**src/rtl/lifecycle_controller.sv**
```systemverilog
// Lifecycle state controller: one authenticated step (or scrap to EOL) per request; signature fetched over sig_rd_en/sig_valid.
// Request-to-done is at least 2 edges; results hold until lc_req drops; requests are ignored during lockout.
module lifecycle_controller #(
    parameter int ID_WIDTH       = 256,
    parameter int NUM_STATES     = 6,
    parameter int STATE_W        = 3,
    parameter int INIT_STATE     = 1,
    parameter int MAX_FAILS      = 3,
    parameter int LOCKOUT_CYCLES = 16,
    parameter int TIMEOUT_CYCLES = 64
) (
    input  logic                clk,
    input  logic                rst,
    input  logic                lc_req,
    input  logic                lc_scrap,
    input  logic [ID_WIDTH-1:0] lc_identifier,
    output logic                sig_rd_en,
    output logic [STATE_W-1:0]  sig_addr,
    input  logic [ID_WIDTH-1:0] sig_rd_data,
    input  logic                sig_valid,
    output logic [STATE_W-1:0]  lc_state,
    output logic                lc_done,
    output logic                lc_success,
    output logic                lc_error,
    output logic                lc_locked,
    output logic [1:0]          lc_fail_count
);
    localparam int TMO_W = (TIMEOUT_CYCLES > 1) ? $clog2(TIMEOUT_CYCLES) : 1;
    localparam int LK_W  = (LOCKOUT_CYCLES > 1) ? $clog2(LOCKOUT_CYCLES) : 1;
    localparam logic [STATE_W-1:0] EOL       = STATE_W'(NUM_STATES - 1);
    localparam logic [TMO_W-1:0]   TMO_LAST  = TMO_W'(TIMEOUT_CYCLES - 1);
    localparam logic [LK_W-1:0]    LOCK_LAST = LK_W'(LOCKOUT_CYCLES - 1);
    localparam logic [2:0]         FAIL_MAX  = 3'(MAX_FAILS);

    typedef enum logic [1:0] {IDLE, FETCH, DONE, LOCKED} fsm_t;

    fsm_t                fsm, fsm_nxt;
    logic [STATE_W-1:0]  state_nxt;
    logic [ID_WIDTH-1:0] id_reg, id_nxt;
    logic                scrap_reg, scrap_nxt;
    logic [TMO_W-1:0]    tmo_cnt, tmo_nxt;
    logic [LK_W-1:0]     lock_cnt, lock_nxt;
    logic [1:0]          fails_nxt, fails_inc;
    logic                done_nxt, success_nxt, error_nxt, locked_nxt, rd_en_nxt;
    logic                pass;

    assign sig_addr  = lc_state;
    assign pass      = (sig_rd_data == id_reg) && (lc_state != EOL);
    assign fails_inc = (lc_fail_count == 2'd3) ? 2'd3 : lc_fail_count + 2'd1;

    always_ff @(posedge clk or negedge rst) begin
        if (!rst) begin
            fsm           <= IDLE;
            lc_state      <= STATE_W'(INIT_STATE);
            id_reg        <= '0;
            scrap_reg     <= 1'b0;
            tmo_cnt       <= '0;
            lock_cnt      <= '0;
            lc_fail_count <= 2'd0;
            lc_done       <= 1'b0;
            lc_success    <= 1'b0;
            lc_error      <= 1'b0;
            lc_locked     <= 1'b0;
            sig_rd_en     <= 1'b0;
        end else begin
            fsm           <= fsm_nxt;
            lc_state      <= state_nxt;
            id_reg        <= id_nxt;
            scrap_reg     <= scrap_nxt;
            tmo_cnt       <= tmo_nxt;
            lock_cnt      <= lock_nxt;
            lc_fail_count <= fails_nxt;
            lc_done       <= done_nxt;
            lc_success    <= success_nxt;
            lc_error      <= error_nxt;
            lc_locked     <= locked_nxt;
            sig_rd_en     <= rd_en_nxt;
        end
    end

    always_comb begin
        fsm_nxt     = fsm;
        state_nxt   = lc_state;
        id_nxt      = id_reg;
        scrap_nxt   = scrap_reg;
        tmo_nxt     = tmo_cnt;
        lock_nxt    = lock_cnt;
        fails_nxt   = lc_fail_count;
        done_nxt    = lc_done;
        success_nxt = lc_success;
        error_nxt   = lc_error;
        locked_nxt  = lc_locked;
        rd_en_nxt   = sig_rd_en;
        case (fsm)
            IDLE: begin
                if (lc_req) begin
                    id_nxt    = lc_identifier;
                    scrap_nxt = lc_scrap;
                    rd_en_nxt = 1'b1;
                    tmo_nxt   = '0;
                    fsm_nxt   = FETCH;
                end
            end
            FETCH: begin
                // A signature arriving on the expiry edge takes priority over the timeout.
                if (sig_valid) begin
                    done_nxt  = 1'b1;
                    error_nxt = 1'b0;
                    rd_en_nxt = 1'b0;
                    fsm_nxt   = DONE;
                    if (pass) begin
                        state_nxt   = scrap_reg ? EOL : lc_state + STATE_W'(1);
                        success_nxt = 1'b1;
                        fails_nxt   = 2'd0;
                    end else begin
                        success_nxt = 1'b0;
                        id_nxt      = '0;
                        fails_nxt   = fails_inc;
                    end
                end else if (tmo_cnt == TMO_LAST) begin
                    done_nxt    = 1'b1;
                    success_nxt = 1'b0;
                    error_nxt   = 1'b1;
                    rd_en_nxt   = 1'b0;
                    fails_nxt   = fails_inc;
                    fsm_nxt     = DONE;
                end else begin
                    tmo_nxt = tmo_cnt + TMO_W'(1);
                end
            end
            DONE: begin
                if (!lc_req) begin
                    done_nxt    = 1'b0;
                    success_nxt = 1'b0;
                    error_nxt   = 1'b0;
                    if ({1'b0, lc_fail_count} >= FAIL_MAX) begin
                        locked_nxt = 1'b1;
                        lock_nxt   = LOCK_LAST;
                        fsm_nxt    = LOCKED;
                    end else begin
                        fsm_nxt = IDLE;
                    end
                end
            end
            LOCKED: begin
                if (lock_cnt == '0) begin
                    locked_nxt = 1'b0;
                    fails_nxt  = 2'd0;
                    fsm_nxt    = IDLE;
                end else begin
                    lock_nxt = lock_cnt - LK_W'(1);
                end
            end
            default: fsm_nxt = IDLE;
        endcase
    end
endmodule
```
**config.mk**
```make
export PLATFORM = sky130hd
export DESIGN_NAME = lifecycle_controller
export DESIGN_NICKNAME = d
export VERILOG_FILES = /design/src/rtl/lifecycle_controller.sv
export SDC_FILE = /design/constraint.sdc
export NUM_CORES = 1
export LEC_CHECK = 0
export BUFFER_PORTS_ARGS = -buffer_cell sky130_fd_sc_hd__buf_4
export CORE_ASPECT_RATIO = 0.5
export CORE_MARGIN = 10
export CORE_UTILIZATION = 50
export CTS_CLUSTER_DIAMETER = 100
export CTS_CLUSTER_SIZE = 40
export DETAILED_ROUTE_END_ITERATION = 10
export GPL_ROUTABILITY_DRIVEN = 0
export PLACE_DENSITY = 0.8
export RECOVER_POWER = 50
export SYNTH_ARGS = -nofsm -noshare
export SYNTH_HDL_FRONTEND = slang
export SYNTH_SLANG_ARGS = --single-unit
```
**constraint.sdc**
```tcl
create_clock -name clk -period 3.2 [get_ports clk]
set_input_delay 0.8 -clock clk [delete_from_list [all_inputs] [get_ports clk]]
set_output_delay 0.8 -clock clk [all_outputs]
set_load 0.01 [all_outputs]
```
==> out/metrics.yaml <==
cts:
  cts_buffers: 10
  holdBufCountCts: 0
  path_clk_slew_ps: 150
  tritoncts: "built"
  postCtsResizedCells: 0
  clk-insertion-delay-late_ps: 520
  clk_path_buf_depth: 3
  cts_setup_buffers: 0
  cts-htree-levels: 1
  cts.sink_count: 279
  cts_root_buffer: "clkbuf_16"
logic_synthesis:
  syn-cell-area_sq_um: 15000
  synthCells: 1692
  yosysWarnings: 0
  synthDistinctLibCells: 48
  syn-mean-instance-area_sq_um: 8.87
  ys_seq_area_share_pct: 46.5
  postSynthRegisterBits: 279
  synth_enable_flop_cells: 0
  synth_fp_nets: 2213
  dominantRegCellSynth: "dfrtp_1"
  ys_async_sr_fraction_pct: 100
critical_path:
  worst_ep_arrival_time_ps: 3540
  crit_required_ps: 3630
  crit_path_max_incr_delay_ps: 520
  crit_slowest_cell: "xnor2_1"
  critical_path_sink_type: "flop"
  cp_max_fo: 25
  cpMostUsedCell: "buf_4"
  r2r.worst_path.cells: 11
  path_class: "reg -> reg"
  path_cells: "xnor2_1 > buf_4 > o221ai_1 > nor4_1 > buf_4 > nand4_1 > nor4_4 > buf_4 > a21boi_4 > buf_4 > a21oi_1"
  reg2reg_setup_slack_ps: 90
  reg_to_reg_endpoint: "id_reg[238]$_DFFE_PN0P_"
  worstReg2RegStart: "id_reg[148]$_DFFE_PN0P_"
  crit_path_start: "id_reg[148]$_DFFE_PN0P_"
  start_kind: "flop"
min_path:
  whs_path_depth: 3
  holdCritStartpoint: "lc_scrap"
  min_path_type: "in -> reg"
  worstHoldEndpoint: "scrap_reg$_DFFE_PN0P_"
pwr:
  ir_worst_vdd_mv: 0.553
  internal-power_w: 0.00845
  swShare_pct: 41.8
  power.clock.fraction_pct: 12.1
  net-switching-power_w: 0.00607
  total_power_divided_by_cell_area_nw_per_um2: 733
  power.share.sequential_pct: 43.6
  power.leakage_nw: 9.04
  p_comb_share_pct: 44.3
timing:
  relative_slew_slack_pct: -86.8
  finalWorstPathRequiredPeriod_ps: 3110
  report.final.hold_viol_count: 0
  max_freq_mhz: 322
  timing.final.max_slew_violations: 100
  post-route-period-util_pct: 97.1
  rsz0062_at_grt: "false"
  setup_viol: 0
  totalNegativeSetupSlack_ps: 0
  timing.clock.skew_ps: 26.9
  tightest_slew_ps: 2800
global_routing:
  grt_pass1_wl_um: 91100
  track_usage_pct: 32.3
  antenna_found_initial: 5
  grt_max_degree: 103
  globalRouteOverflowTotal: 0
  first_global_vias: 14500
die:
  dieWidth_um: 265
  placement_rows: 44
  die_area_sq_um: 37800
  floorplan.io_pins: 530
  start_util_pct: 51.2
  floorplan.core_area_sq_um: 29300
  dieHeight_um: 142
finish:
  final-instance-count-excl-fill: 2588
  layout-drive-gt1-share_pct: 32.5
  nets: 2711
  filler_cell_count: 2454
  final_common_cell: "buf_4"
  area.growth.synth_to_final_pct: 32.0
  seqCellArea_sq_um: 6980
  largest_register_ff_count: 256
  multi_input_area_sq_um: 7270
  finalInstanceArea_sq_um: 19800
  layout.cells.most_common_list: "buf_4, nand2_1, dfrtp_1"
status:
  run_status: "finished with violations"
  violations: "max-capacitance violations, max-slew violations"
job:
  cap_viol_max_count: 1
routing:
  post_drt_via_cell_ratio: 5.68
  drt_drc_violations_left: 0
  vias: 14700
  routed_wirelength_um: 64400
  drtPass1Iterations: 6
  routed_wire_length_per_instance_um: 24.9
  drt_iter0_markers: 1793
  postRouteAntennaNets: 0
place:
  detailed_place.area_sq_um: 19500
  place.port_buffers: 529
  dp.cells: 2569
  dpl.hpwl_um: 52500
through the flow:
step | total power (W) | util (%) | hold WS [ps] | setup WS, ps
floorplan | 0.0101 | - | 469 | 500
global placement | 0.0124 | 66.7 | 492 | -187
detailed placement | 0.0126 | 66.7 | 511 | -176
CTS | 0.0143 | 67.6 | 382 | 268
global route | 0.0153 | 67.6 | 473 | 17.4
finish | 0.0145 | 67.6 | 482 | 93.8
per-layer routing:
metal | wire, um | vias up | global-route usage, %
met3 | 6210 | 162 | 8.11
met5 | 11 | - | 0
met2 | 30500 | 778 | 52.9
met1 | 24700 | 7164 | 40.9
met4 | 2950 | 2 | 12.0
li1 | - | 6590 | -
synth_stat cells, drive strengths merged, types with 2 or more instances:
cell | instances | area share, %
o22a | 2 | 0.12
o21ai | 11 | 0.37
nand4 | 38 | 1.6
xor2 | 33 | 1.9
mux2 | 4 | 0.30
nand2 | 529 | 13
a22o | 4 | 0.23
o22ai | 18 | 0.75
a221o | 2 | 0.13
nor2 | 9 | 0.23
a21oi | 262 | 11
o221ai | 4 | 0.23
nand3 | 9 | 0.30
a2111o | 22 | 1.7
nor4 | 31 | 1.4
a211oi | 2 | 0.10
a31oi | 3 | 0.13
inv | 65 | 1.6
ha | 4 | 0.33
o2111ai | 11 | 0.64
nor3 | 6 | 0.20
nor2b | 70 | 2.9
and2 | 3 | 0.13
clkbuf | 61 | 1.5
o2bb2ai | 2 | 0.12
xnor2 | 128 | 7.5
buf | 30 | 2.0
dfrtp | 278 | 46
a31o | 2 | 0.12
nand2b | 35 | 1.5
or2 | 2 | 0.083
power by group through the flow:
stage	Combinational, W	Sequential (W)	Clock, W
floorplan	0.00429	0.00585	0
global placement	0.00615	0.00628	0
detailed placement	0.00631	0.00632	0
CTS	0.00632	0.00627	0.00175
global route	0.00694	0.00646	0.00188
finish	0.00643	0.00633	0.00176
kinds of logic after synthesis:
group	after synthesis	synth area share, %
adders and majority gates	4	0.334
DFF	279	46.5
xor gates and xnor gates	161	9.40
muxes	5	0.367
buffers and inverters	156	5.13
and+or+nand+nor	734	21.7
AOI/OAI and AO/OA	353	16.6
area by class of cell:
type                    count  share of cell area [%]
diodes                      5                  0.0632
clock buffers              14                    1.45
repair buffers            577                    22.8
flip-flops and latches    279                    35.3
inverters                  65                    1.23
well taps                 391                    2.47
multi-input cells        1257                    36.7
how the worst max path moves through the flow:
stage / to / slack [ps] / cells after the start
after CTS: id_reg[238]$_DFFE_PN0P_ / 270 / 11
after global placement: lc_state[2]$_DFFE_PN0P_ / -190 / 10
after detailed placement: id_reg[11]$_DFFE_PN0P_ / -180 / 11
after floorplan: id_reg[122]$_DFFE_PN0P_ / 500 / 9
after global routing: id_reg[238]$_DFFE_PN0P_ / 20 / 11
final: id_reg[238]$_DFFE_PN0P_ / 90 / 11
worst max-delay path: cells and delay by family (launching register included):
kind | cells | cell delay, ps
AND/OR/NAND/NOR | 3 | 790
AO/OA/AOI/OAI | 3 | 410
buffers and inverters | 4 | 870
flip-flops | 1 | 420
XOR/XNOR | 1 | 520
No activity file was read; power rests on OpenSTA's default activity.
